## src/rtl/logic_unit_pipe.sv

```systemverilog
// Two-stage pipelined bitwise logic unit with valid/ready handshake and result flags.
// Optional ones-count output enabled by defining LU_POPCNT_EN.
module logic_unit_pipe #(
  parameter int unsigned WIDTH = 8
) (
  input  logic                       clk,
  input  logic                       rst_n,
  input  logic                       in_valid,
  output logic                       in_ready,
  input  logic [WIDTH-1:0]           a,
  input  logic [WIDTH-1:0]           b,
  input  logic [3:0]                 sel,
  output logic                       out_valid,
  input  logic                       out_ready,
  output logic [WIDTH-1:0]           y,
  output logic                       flag_zero,
  output logic                       flag_ones,
  output logic                       flag_par,
  output logic                       flag_ill
`ifdef LU_POPCNT_EN
  ,
  output logic [$clog2(WIDTH+1)-1:0] popcnt
`endif
);

  typedef enum logic [3:0] {
    OpPass = 4'b0000,
    OpAnd  = 4'b0010,
    OpOr   = 4'b0011,
    OpXor  = 4'b0100,
    OpNotA = 4'b0101,
    OpNand = 4'b0110,
    OpNor  = 4'b0111,
    OpXnor = 4'b1000,
    OpAndn = 4'b1001
  } op_e;

  logic             s1_valid_q;
  logic [WIDTH-1:0] a_q, b_q;
  logic [3:0]       sel_q;
  logic             s1_adv, s2_adv;
  logic [WIDTH-1:0] res_d;
  logic             ill_d;

  assign s2_adv   = !out_valid || out_ready;
  assign s1_adv   = !s1_valid_q || s2_adv;
  // Reset empties both stages, so advertise readiness while it is asserted.
  assign in_ready = s1_adv || !rst_n;

  always_ff @(posedge clk) begin
    if (!rst_n) begin
      s1_valid_q <= 1'b0;
      a_q        <= '0;
      b_q        <= '0;
      sel_q      <= '0;
    end else if (s1_adv) begin
      s1_valid_q <= in_valid;
      if (in_valid) begin
        a_q   <= a;
        b_q   <= b;
        sel_q <= sel;
      end
    end
  end

  always_comb begin
    res_d = '0;
    ill_d = 1'b0;
    case (sel_q)
      OpPass:  res_d = a_q;
      OpAnd:   res_d = a_q & b_q;
      OpOr:    res_d = a_q | b_q;
      OpXor:   res_d = a_q ^ b_q;
      OpNotA:  res_d = ~a_q;
      OpNand:  res_d = ~(a_q & b_q);
      OpNor:   res_d = ~(a_q | b_q);
      OpXnor:  res_d = ~(a_q ^ b_q);
      OpAndn:  res_d = a_q & ~b_q;
      default: ill_d = 1'b1;
    endcase
  end

`ifdef LU_POPCNT_EN
  localparam int unsigned CntW = $clog2(WIDTH + 1);
  logic [CntW-1:0] cnt_d;

  always_comb begin
    cnt_d = '0;
    for (int i = 0; i < WIDTH; i++) begin
      cnt_d = cnt_d + CntW'(res_d[i]);
    end
  end

  always_ff @(posedge clk) begin
    if (!rst_n) begin
      popcnt <= '0;
    end else if (s2_adv && s1_valid_q) begin
      popcnt <= cnt_d;
    end
  end
`endif

  // Result and flags only load with a real beat, so they stay put through stalls and bubbles.
  always_ff @(posedge clk) begin
    if (!rst_n) begin
      out_valid <= 1'b0;
      y         <= '0;
      flag_zero <= 1'b0;
      flag_ones <= 1'b0;
      flag_par  <= 1'b0;
      flag_ill  <= 1'b0;
    end else if (s2_adv) begin
      out_valid <= s1_valid_q;
      if (s1_valid_q) begin
        y         <= res_d;
        flag_zero <= (res_d == '0);
        flag_ones <= &res_d;
        flag_par  <= ^res_d;
        flag_ill  <= ill_d;
      end
    end
  end

endmodule
```

## config.mk

```make
export PLATFORM = sky130hd
export DESIGN_NAME = logic_unit_pipe
export DESIGN_NICKNAME = d
export VERILOG_FILES = /design/src/rtl/logic_unit_pipe.sv
export SDC_FILE = /design/constraint.sdc
export NUM_CORES = 1
export LEC_CHECK = 0
export CAP_MARGIN = 20
export CORE_UTILIZATION = 30
export CTS_BUF_LIST = sky130_fd_sc_hd__clkbuf_4
export DETAILED_ROUTE_END_ITERATION = 12
export PLACE_DENSITY = 0.56
export SLEW_MARGIN = 20
export SYNTH_ARGS = -nofsm -noshare
export SYNTH_HDL_FRONTEND = slang
export SYNTH_SLANG_ARGS = --single-unit
```

## constraint.sdc

```tcl
create_clock -name clk -period 2.55 [get_ports clk]
set_input_delay 0.51 -clock clk [delete_from_list [all_inputs] [get_ports clk]]
set_output_delay 0.51 -clock clk [all_outputs]
set_load 0.02 [all_outputs]
```

Word-level counts from Yosys, hierarchy flattened
Cells that the tools add are included.
{"block": "word_totals", "regBits": 34, "output_inout_bits": 14, "word_cells": 42}
{"block": "op_classes", "eq_ne": 8, "muxes": 2, "n_bitwise": 9, "n_reduce_logical": 13}
{"operator": "one-hot mux 8 bit (9 select lines)", "count": 1}
{"operator": "NOT 8 bit", "count": 5}
{"operator": "AND 8 bit", "count": 2}
{"operator": "== test 4 x 3 -> 1 bit, second input constant", "count": 4}
{"operator": "OR reduction 9 bit", "count": 1}
{"operator": "== test 4 x 2 -> 1 bit, second input constant", "count": 2}
{"operator": "== test 4 bit, second input constant", "count": 2}
{"operator": "zero test 8 bit", "count": 1}
{"operator": "bitwise OR 8 bit", "count": 1}
{"operator": "AND reduction 8 bit", "count": 1}
{"operator": "parity 8 bit", "count": 1}
{"operator": "XOR 8 bit", "count": 1}
{"operator": "zero test 4 bit", "count": 1}
{"operator": "AND reduction 2 bit", "count": 2}
{"operator": "zero test 1 bit", "count": 3}
{"operator": "logical OR 1 bit", "count": 3}
{"operator": "2-to-1 mux 1 bit", "count": 1}

Longest topological paths before layout
{"block": "logic_depth", "word_depth": 4, "depth_mapped": 11, "mapped_depth_nobuf": 11}

Worst setup path after synthesis
OpenSTA, ideal clock, no wires.
{"block": "synth_path", "kind": "reg2reg", "start": "register sel_q[1]", "end": "register flag_par", "arrival_time_ns": 2.141, "setup_slack_ns": 0.293, "path_stages_with_launch": 11, "period_less_slack_ns": 2.257, "path_cell_list": "dfxtp_1 > buf_6 > or3b_1 > buf_6 > a211o_1 > and2_1 > ha_1 > xnor2_1 > xnor2_1 > nand2_1 > o211a_1"}
{"block": "synth_between", "elab_chain_len": 3}
{"element": "start: declaration", "line": "40", "source": "logic [3:0] sel_q;"}
{"element": "start signal: assignment", "line": "61", "source": "sel_q <= sel;"}
{"element": "== test 4 bit (tied with other cells)", "line": "69", "source": "case (sel_q)"}
{"element": "one-hot mux 8 bit (9 select lines) (*)", "line": "69"}
{"element": "parity 8 bit (*)", "line": "118", "source": "flag_par <= ^res_d;"}
{"element": "end signal: assignment", "line": "118"}
{"element": "end: declaration", "line": "18", "source": "output logic flag_par,"}
Every way passes the cells marked *; elsewhere a longest branch is shown, timed or not.
A chain may end at the register's enable or synchronous reset.

Worst setup path in the final report
{"block": "layout_path", "start": "input out_ready", "end": "output in_ready"}
{"block": "layout_between", "elab_chain_len": 3}
{"element": "start: declaration", "line": "14", "source": "input logic out_ready,"}
{"element": "logical OR 1 bit", "line": "45", "source": "assign s2_adv = !out_valid || out_ready;"}
{"element": "logical OR 1 bit", "line": "46", "source": "assign s1_adv = !s1_valid_q || s2_adv;"}
{"element": "logical OR 1 bit", "line": "48", "source": "assign in_ready = s1_adv || !rst_n;"}
{"element": "end: declaration", "line": "9", "source": "output logic in_ready,"}
Every way passes these cells.

==> results.tsv <==
stage	metric	value	unit
power	sw_frac_of_total	29.7	%
sta	timing.final.crit_share	93.3	%
sta	tns	0	ns
worst_setup_path	path_common_cell	clkdlybuf4s50_1	
route	drt_wl_total	5410	µm
worst_setup_path	critPathLaunch	out_ready	
cells_and_area	final_cell_mix	43 x nand2_1, 37 x clkdlybuf4s50_1, 32 x ha_1, 30 x dfxtp_1, 26 x nor2b_1	
worst_setup_path	critPathMaxFanout	4	
route	vias_per_cell	4.83	
floorplanning	die_area	8740	µm²
synthesis	ys_seq_elements	34	
grt	grt_pass1_vias	2035	
power	leakagePower	0.00129	µW
power	p_int	978	µW
worst_setup_path	critPathLaunchType	input pin	
sta	hold_viol	0	
power	combPwrFrac	28.7	%
worst_setup_path	crit_chain	clkdlybuf4s50_1 -> and3b_1 -> nand2_1 -> clkdlybuf4s50_1	
synthesis	syn-num-nets	346	
grt	grt_pass1_wl	9450	µm
floorplanning	fp.dieH	93.5	µm
grt	grt_util_all_layers	13.5	%
synthesis	synth_area	2510	µm²
cells_and_area	synthToLayoutAreaGrowth	25.7	%
power	netSwitchingPower	412	µW
sta	maxSlewViolCount	0	
floorplanning	row_count	32	
synthesis	seq_area_frac_synth	27.1	%
clock_network	cts_buffer_depth	2	
sta	max_freq	420	MHz
clock_network	cts.sinks	34	
cells_and_area	drive_above_1_share	13.8	%
floorplanning	start_util	31.7	%
grt	antenna_found_initial	0	
sta	skew	0.00389	ns
cells_and_area	fillCellCount	829	
placement	port_buffers	37	
cells_and_area	antennaDiodeCount	0	
route	num_vias	2104	
route	ant_nets	0	
sta	rsz0062_at_grt	no	
floorplanning	boundaryPins	38	
placement	dpl_cell_area	3050	µm²
flow_run	drv_cap	0	
synthesis	synth_warnings	0	
route	route.detailed.drc	0	
route	wire_per_inst	12.4	µm
grt	grt_max_degree	35	
worst_setup_path	cp_top_family	buffers and inverters	
cells_and_area	final_area	3160	µm²
floorplanning	coreArea	7930	µm²
placement	place_ws	0.115	ns
clock_network	hold_buffers	0	
power	cellPowerDensity	440	nW/µm²
synthesis	netlist_instances	290	
placement	finalWeightedCongestion	0.807	
worst_setup_path	path_class	in -> out	
floorplanning	die_width	93.5	µm
placement	dp.final_hpwl	4030	µm
hold_path	hold_path_class	reg -> reg	
cells_and_area	final_common_cell	nand2_1	
sta	layout_min_cycle_time	2.38	ns
clock_network	cts_tree	done	
power	clockPowerShare	28.5	%
worst_setup_path	worstSetupEndpointType	output port	
cells_and_area	nNetsFinal	389	
worst_setup_path	max_stage_delay	0.59	ns
sta	worstMarginPinSlew	0.415	ns
clock_network	clock_latency	0.34	ns
sta	fin_ws	0.171	ns
route	dr.pass1.iters	4	
worst_setup_path	critPathBufInv	2	
hold_path	hold_start	s1_valid_q	
worst_setup_path	crit_required	2.04	ns
power	power_frac_seq	42.8	%
clock_network	cts_buffers	5	
synthesis	synth_cell_type_count	42	
power	ir_worst_vdd	179	µV
run_status	status	finished, final reports clean	
worst_setup_path	r2r-start	sel_q[3]	
grt	grt_remaining_overflow	0	
sta	maxSlewHeadroom	72.3	%
cells_and_area	final_core_util	39.8	%
worst_setup_path	critPathArrivalTime	1.87	ns
route	drt_iter0_markers	67	
worst_setup_path	cpMaxStageDelayCell	clkdlybuf4s50_1	
clock_network	path_clk_slew	0.11	ns
power	p_total	1390	µW
sta	setup_viol_count_final	0	
clock_network	htree_levels	2	
synthesis	postSynthAreaPerCell	8.65	µm²
clock_network	root_buffer	clkbuf_4	
## cell type report
class | instances | area (µm²) | area share, %
clock buffers | 5 | 37.5 | 1.19
clock inverters | 3 | 40.0 | 1.27
inverters | 25 | 93.8 | 2.97
multi-input cells | 211 | 1650 | 52.1
flip-flops and latches | 34 | 686 | 21.7
well taps | 102 | 128 | 4.04
repair buffers | 56 | 526 | 16.7
## worst paths after layout
path                                  end  slack (ns)  cells after the start
worst max-delay path             in_ready        0.17                      4
worst min-delay path            out_valid        0.49                      1
worst min register to register  out_valid        0.49                      1
worst max register to register   flag_par        0.20                      8
## worst reg2reg max path, stage by stage (launching register included)
cell	delay (ns)
dfxtp_1	0.40
or3b_1	0.52
a211o_1	0.36
and2_1	0.17
ha_1	0.30
xnor2_1	0.19
xnor2_1	0.13
nand2_1	0.07
o211a_1	0.12
## sequential cells by signal, summed over array words and instances, names as in the netlist
signal / count
a_q: 8
b_q: 8
y: 8
sel_q: 4
flag_ill: 1
flag_ones: 1
flag_par: 1
flag_zero: 1
out_valid: 1
s1_valid_q: 1
## power groups by stage
stage	Clock (µW)	Combinational, µW	Sequential [µW]
after global placement	0	395	606
final	396	398	595
after global routing	447	447	601
after CTS	415	399	595
after detailed placement	0	398	607
after floorplan	0	242	614
## metrics by stage
step                      hold slack, ns  instances
after floorplan                    0.447        290
after global placement             0.463        427
after detailed placement           0.476        427
after CTS                          0.500        435
after global routing               0.519        436
final                              0.495        436
## metal layers
layer | wire (µm) | vias to the layer above | share of wire, % | global-route usage, %
li1 | - | 1087 | - | -
met1 | 2680 | 964 | 50 | 17.3
met2 | 2440 | 44 | 45 | 22.2
met3 | 208 | 9 | 3.8 | 3.01
met4 | 78 | 0 | 1.4 | 4.74
met5 | 0 | - | 0 | 0
## Yosys cell counts (all sizes together)
library cell	n	share of area (%)
o22ai	1	0.25
a211oi	8	2.4
clkbuf	12	1.8
dfxtp	34	27
ha	32	16
and2b	1	0.30
or4bb	2	0.90
o211a	2	0.80
nand3	1	0.20
a31oi	1	0.25
xnor2	3	1.0
inv	25	3.7
o21ai	10	2.0
and2	1	0.25
and4	2	0.70
nor3	1	0.65
and3b	2	0.70
nand2	43	6.4
or4	1	0.30
mux2i	9	3.6
nor2	2	0.30
a2111oi	7	3.9
o32ai	13	4.8
a211o	1	0.35
a21boi	20	6.0
a21oi	8	1.9
nand3b	2	0.60
o21a	2	0.60
or3b	1	0.35
nand2b	5	1.2
or3	1	0.25
nor2b	26	6.5
nand4bb	1	0.65
buf	8	2.4
nor4	2	0.75
## logic make-up (layout without fill, tap and decap cells)
logic type	after synthesis	after routing	synth area share [%]
AOI/OAI and AO/OA	73	73	23.3
xor gates and xnor gates	3	3	1.05
adders and majority gates	32	32	16.0
buffers and inverters	45	89	7.98
DFF	34	34	27.1
muxes	9	9	3.59
and+or+nand+nor	94	94	21.0
## timing repair
action / in CTS / in global routing
endpoints found under the setup margin: 0 / 1
gates resized for setup: 0 / 8
buffers inserted: 0 / 1
No activity file was read; power rests on OpenSTA's default activity.
